[config.mk]
export PLATFORM = sky130hd
export DESIGN_NAME = pulse_stretch
export DESIGN_NICKNAME = d
export VERILOG_FILES = /design/src/rtl/pulse_stretch_pkg.sv /design/src/rtl/pulse_stretch_phase_timer.sv /design/src/rtl/pulse_stretch.sv
export SDC_FILE = /design/constraint.sdc
export NUM_CORES = 1
export LEC_CHECK = 0
export ABC_AREA = 1
export ABC_CLOCK_PERIOD_IN_PS = 3400
export CORE_AREA = 2 2 42 44
export CTS_CLUSTER_DIAMETER = 200
export DETAILED_ROUTE_END_ITERATION = 10
export DIE_AREA = 0 0 44 46
export PLACE_DENSITY = 0.68
export SYNTH_ARGS = -nofsm -noshare
export SYNTH_HDL_FRONTEND = slang
export SYNTH_SLANG_ARGS = --single-unit
[constraint.sdc]
create_clock -name clk -period 3.4 [get_ports clk]
set_clock_uncertainty 0.1 [all_clocks]
set_input_delay 1.02 -clock clk [delete_from_list [all_inputs] [get_ports clk]]
set_output_delay 1.02 -clock clk [all_outputs]
set_load 0.01 [all_outputs]
[src/rtl/pulse_stretch_pkg.sv]
// Shared definitions for the pulse stretcher: FSM state encodings,
// default parameter values and the compile-time sizing helpers.
package pulse_stretch_pkg;

  localparam int unsigned DEF_WIDTH = 32'd4;
  localparam int unsigned DEF_GAP   = 32'd2;
  localparam int unsigned DEF_QW    = 32'd4;

  typedef enum logic [1:0] {
    ST_IDLE = 2'd0,
    ST_HIGH = 2'd1,
    ST_GAP  = 2'd2
  } state_e;

  // Ceiling log2, with a floor of one bit so a counter is never zero-width.
  function automatic int unsigned clog2(input int unsigned v);
    int unsigned r;
    r = 32'd1;
    for (int unsigned i = 32'd1; i < 32'd32; i++) begin
      if ((32'd1 << i) < v) begin
        r = i + 32'd1;
      end else begin
        r = r;
      end
    end
    return r;
  endfunction

  // Largest of three unsigned values, used to size the phase timer.
  function automatic int unsigned max3(input int unsigned a, input int unsigned b,
                                       input int unsigned c);
    int unsigned m;
    m = a;
    if (b > m) begin
      m = b;
    end else begin
      m = m;
    end
    if (c > m) begin
      m = c;
    end else begin
      m = m;
    end
    return m;
  endfunction

endpackage

[src/rtl/pulse_stretch_phase_timer.sv]
// Loadable down-counter that times one HIGH or GAP phase.
// done is asserted while the count sits at zero (the last cycle of a phase).
module phase_timer #(
  parameter int unsigned TW = 32'd2
) (
  input  logic          clk,
  input  logic          rst,
  input  logic          load,
  input  logic [TW-1:0] load_val,
  input  logic          en,
  output logic          done
);

  logic [TW-1:0] cnt_q;
  logic [TW-1:0] cnt_d;

  // Next count: a load takes priority, otherwise count down and park at zero.
  always_comb begin
    cnt_d = cnt_q;
    if (load) begin
      cnt_d = load_val;
    end else if (en && (cnt_q != {TW{1'b0}})) begin
      cnt_d = cnt_q - TW'(1);
    end else begin
      cnt_d = cnt_q;
    end
  end

  // Count register with synchronous active-low reset.
  always_ff @(posedge clk) begin
    if (!rst) begin
      cnt_q <= {TW{1'b0}};
    end else begin
      cnt_q <= cnt_d;
    end
  end

  assign done = (cnt_q == {TW{1'b0}});

endmodule

[src/rtl/pulse_stretch.sv]
// Pulse-to-level converter. Each request pulse is replayed as a WIDTH-cycle
// high level followed by a GAP-cycle low; requests that arrive during a
// replay wait in a saturating pending counter and are launched in order.
module pulse_stretch
  import pulse_stretch_pkg::*;
#(
  parameter int unsigned WIDTH = DEF_WIDTH,
  parameter int unsigned GAP   = DEF_GAP,
  parameter int unsigned QW    = DEF_QW
) (
  input  logic          clk,
  input  logic          rst,
  input  logic          pulse_in,
  input  logic          clr_ovf,
  output logic          level_out,
  output logic          busy,
  output logic [QW-1:0] pending,
  output logic          overflow
);

  localparam int unsigned   TW       = clog2(max3(WIDTH, GAP, 32'd2));
  localparam bit            HAS_GAP  = (GAP != 32'd0);
  localparam logic [TW-1:0] LD_HIGH  = TW'(WIDTH - 32'd1);
  localparam logic [TW-1:0] LD_GAP   = HAS_GAP ? TW'(GAP - 32'd1) : {TW{1'b0}};
  localparam logic [QW-1:0] PEND_MAX = {QW{1'b1}};

  state_e        state_q;
  state_e        state_d;
  logic          level_q;
  logic          busy_q;
  logic [QW-1:0] pending_q;
  logic [QW-1:0] pending_d;
  logic          overflow_q;
  logic          overflow_d;

  logic          req_s;
  logic          launch_s;
  logic          drop_s;
  logic          tmr_load_s;
  logic [TW-1:0] tmr_val_s;
  logic          tmr_en_s;
  logic          tmr_done_s;

  phase_timer #(.TW(TW)) u_timer (
    .clk      (clk),
    .rst      (rst),
    .load     (tmr_load_s),
    .load_val (tmr_val_s),
    .en       (tmr_en_s),
    .done     (tmr_done_s)
  );

  // Phase sequencing: decide the next state, launches and timer control.
  always_comb begin
    req_s      = pulse_in | (pending_q != {QW{1'b0}});
    state_d    = state_q;
    launch_s   = 1'b0;
    tmr_load_s = 1'b0;
    tmr_val_s  = LD_HIGH;
    tmr_en_s   = 1'b0;
    case (state_q)
      ST_IDLE: begin
        if (req_s) begin
          state_d    = ST_HIGH;
          launch_s   = 1'b1;
          tmr_load_s = 1'b1;
        end else begin
          state_d = ST_IDLE;
        end
      end
      ST_HIGH: begin
        if (!tmr_done_s) begin
          tmr_en_s = 1'b1;
        end else if (HAS_GAP) begin
          state_d    = ST_GAP;
          tmr_load_s = 1'b1;
          tmr_val_s  = LD_GAP;
        end else if (req_s) begin
          state_d    = ST_HIGH;
          launch_s   = 1'b1;
          tmr_load_s = 1'b1;
        end else begin
          state_d = ST_IDLE;
        end
      end
      ST_GAP: begin
        if (!tmr_done_s) begin
          tmr_en_s = 1'b1;
        end else if (req_s) begin
          state_d    = ST_HIGH;
          launch_s   = 1'b1;
          tmr_load_s = 1'b1;
        end else begin
          state_d = ST_IDLE;
        end
      end
      default: begin
        state_d = ST_IDLE;
      end
    endcase
  end

  // Pending count and sticky overflow; a drop beats a simultaneous clear.
  always_comb begin
    pending_d  = pending_q;
    overflow_d = overflow_q;
    drop_s     = 1'b0;
    if (pulse_in && !launch_s) begin
      if (pending_q == PEND_MAX) begin
        drop_s = 1'b1;
      end else begin
        pending_d = pending_q + QW'(1);
      end
    end else if (!pulse_in && launch_s) begin
      pending_d = pending_q - QW'(1);
    end else begin
      pending_d = pending_q;
    end
    if (drop_s) begin
      overflow_d = 1'b1;
    end else if (clr_ovf) begin
      overflow_d = 1'b0;
    end else begin
      overflow_d = overflow_q;
    end
  end

  // State, registered outputs and counters, all cleared by reset.
  always_ff @(posedge clk) begin
    if (!rst) begin
      state_q    <= ST_IDLE;
      level_q    <= 1'b0;
      busy_q     <= 1'b0;
      pending_q  <= {QW{1'b0}};
      overflow_q <= 1'b0;
    end else begin
      state_q    <= state_d;
      level_q    <= (state_d == ST_HIGH);
      busy_q     <= (state_d != ST_IDLE);
      pending_q  <= pending_d;
      overflow_q <= overflow_d;
    end
  end

  assign level_out = level_q;
  assign busy      = busy_q;
  assign pending   = pending_q;
  assign overflow  = overflow_q;

endmodule

==> results.yml <==
final_layout:
  design_area_um2: 872
  fin_util: 0.540
  diodes: 0
  syn_to_final_growth_pct: 20.4
  layout_commonest_cell: "inv_1"
  drive_gt1_frac: 0.159
  final_nets: 126
  final_cell_mix: "inv_1 (18), nand2_1 (17), nor2_1 (11), dfxtp_1 (11), clkdlybuf4s50_1 (10)"
clock_tree:
  clk_path_buf_depth: 2
  cts_max_level: 1
  cts_buffers: 3
  clk_pin_slew_ns: 0.07
  ctsHoldBuffers: 0
  ctsResizeCount: 0
  root_buffer: "clkbuf_4"
  clock_latency_ns: 0.26
  cts_tree: "yes"
  post_cts_buffers: 0
  clock-sinks: 11
synthesis:
  synthCells: 99
  synth.avg_cell_area_um2: 7.32
  synthDistinctLibCells: 22
  synth_warnings: 0
  synth-seq-cells: 11
  seq_area_frac_synth: 0.304
  synth_area_um2: 724
  synth_nets: 111
critical_path:
  ff2ff_path_depth: 12
  reg2reg_slack_ns: 1.41
  critPathMaxFanout: 5
  setup.worst_path.class: "in -> reg"
  end_kind: "register"
  startpoint_type: "input port"
  arrival_ns: 2.55
  worstPathRequired_ns: 3.47
  timing.rr.start: "state_q[0]$_SDFF_PN0_"
  r2r_end: "pending[3]$_SDFFE_PN0P_"
sta:
  finalSetupViolCount: 0
  tightest_slew_ns: 0.285
  min_period_ns: 2.48
  relSlewSlack: 0.810
  whs_ns: 0.410
  slew_violations: 0
  fmax_mhz: 403
  fin_crit_sh: 0.730
  finalSetupTns_ns: 0
  finalHoldViolCount: 0
  fin_ws_ns: 0.919
  rsz0062_at_grt: "false"
routing:
  remaining_drc_errors: 0
  postRouteAntennaNets: 0
  drt_iter0_drc: 4
  routedWlPerCell_um: 9.27
  vias: 598
  viasPerCell: 4.60
  drt-total-wl_mm: 1.21
  dr.pass1.iters: 3
flow_run:
  drv_cap: 0
worst_hold_path:
  hold_depth: 2
  hp-start: "overflow$_SDFFE_PN0P_"
  holdCritPathClass: "reg -> reg"
  holdPathEnd: "overflow$_SDFFE_PN0P_"
grt:
  use_met2: 0.256
  grt_max_degree: 8
  antenna_found_initial: 0
  use_met3: 0.0238
  overflow: 0
  grt_use_met1: 0.181
  first_global_vias: 545
  grt_first_pass_wirelength_mm: 2.18
  grt.busiest_layer: "met2"
  grt.total_usage: 0.152
power_and_ir_drop:
  static-leakage-power_uw: 0.000419
  power_density_nw_per_um2: 873
  peakVddDrop_uv: 462
floorplanning:
  die_area_um2: 2020
  coreArea_um2: 1610
  rows: 15
  initial_core_util: 0.449
  io_pins: 11
  die_h_um: 46
  die_w_um: 44
place:
  pre_cts_ws_ns: 0.619
  port_buffers: 10
  dpl.hpwl_mm: 1.00
  finalWeightedCongestion: 0.711
  place_area_um2: 846
status:
  status: "completed"
==> logic make-up after synthesis <==
kind of cell             Yosys count  synth area share
XOR/XNOR                           2            0.0242
flip-flops                        11             0.304
AND/OR/NAND/NOR                   44             0.313
AO/OA/AOI/OAI                     11            0.0915
buffers and inverters             23             0.119
adder cells (fa/ha/maj)            8             0.149
==> worst max-delay path by stage <==
| stage | from | endpoint |
|---|---|---|
| CTS | pending[0]$_SDFFE_PN0P_ | pending[0] |
| finish | pulse_in | pending[3]$_SDFFE_PN0P_ |
| global placement | pulse_in | pending[3]$_SDFFE_PN0P_ |
| floorplan | pulse_in | pending[3]$_SDFFE_PN0P_ |
| detailed placement | pulse_in | pending[3]$_SDFFE_PN0P_ |
| global route | pulse_in | pending[3]$_SDFFE_PN0P_ |
==> cell type report <==
class                           instances  area [um^2]
Clock buffer                            4         26.3
Fill cell                             161          742
Inverter                               23         86.3
Multi-Input combinational cell         65          418
Sequential cell                        11          220
Tap cell                               17         21.3
Timing Repair Buffer                   10          100
==> flip-flops by register name, indices dropped and copies added (netlist names) <==
| register | cells |
|---|---|
| pending | 4 |
| state_q | 2 |
| u_timer.cnt_q | 2 |
| busy | 1 |
| level_out | 1 |
| overflow | 1 |
==> Yosys cell counts (all sizes together) <==
cell type,instances,area (um^2)
a21oi,3,18.8
a22oi,1,7.51
a31oi,2,12.5
dfxtp,11,220
fa,1,20.0
ha,7,87.6
inv,23,86.3
nand2,23,111
nand3,8,57.6
nor2,12,52.6
nor3,1,5.00
o211ai,1,7.51
o21ai,4,20.0
xor2,2,17.5
==> report_power, final <==
part           total (uW)  internal (uW)  leakage (uW)  switching, uW
Clock                89.2           45.4     0.0000150           43.8
Sequential            222            178     0.0000911           44.0
Combinational         450            194      0.000313            256
==> worst max-delay path: stages <==
cell and delay (ns):
clkdlybuf4s50_1 0.50, nand3_2 0.14, ha_1 0.36, nand3_1 0.09, nand3_1 0.13, nand2_1 0.09, o21ai_1 0.08, nand2_1 0.06
inv_1 0.05, nor2_1 0.04
==> per-layer routing <==
layer  vias up  wire, um
met4         0         6
met5         -         0
met2         7       609
met3         2        28
met1       256       560
li1        333         -
==> through the flow <==
stage	instances	power, uW
floorplan	99	567
global placement	126	673
detailed placement	126	683
CTS	130	776
global route	130	858
finish	130	762
(Power assumes the default switching activity.)
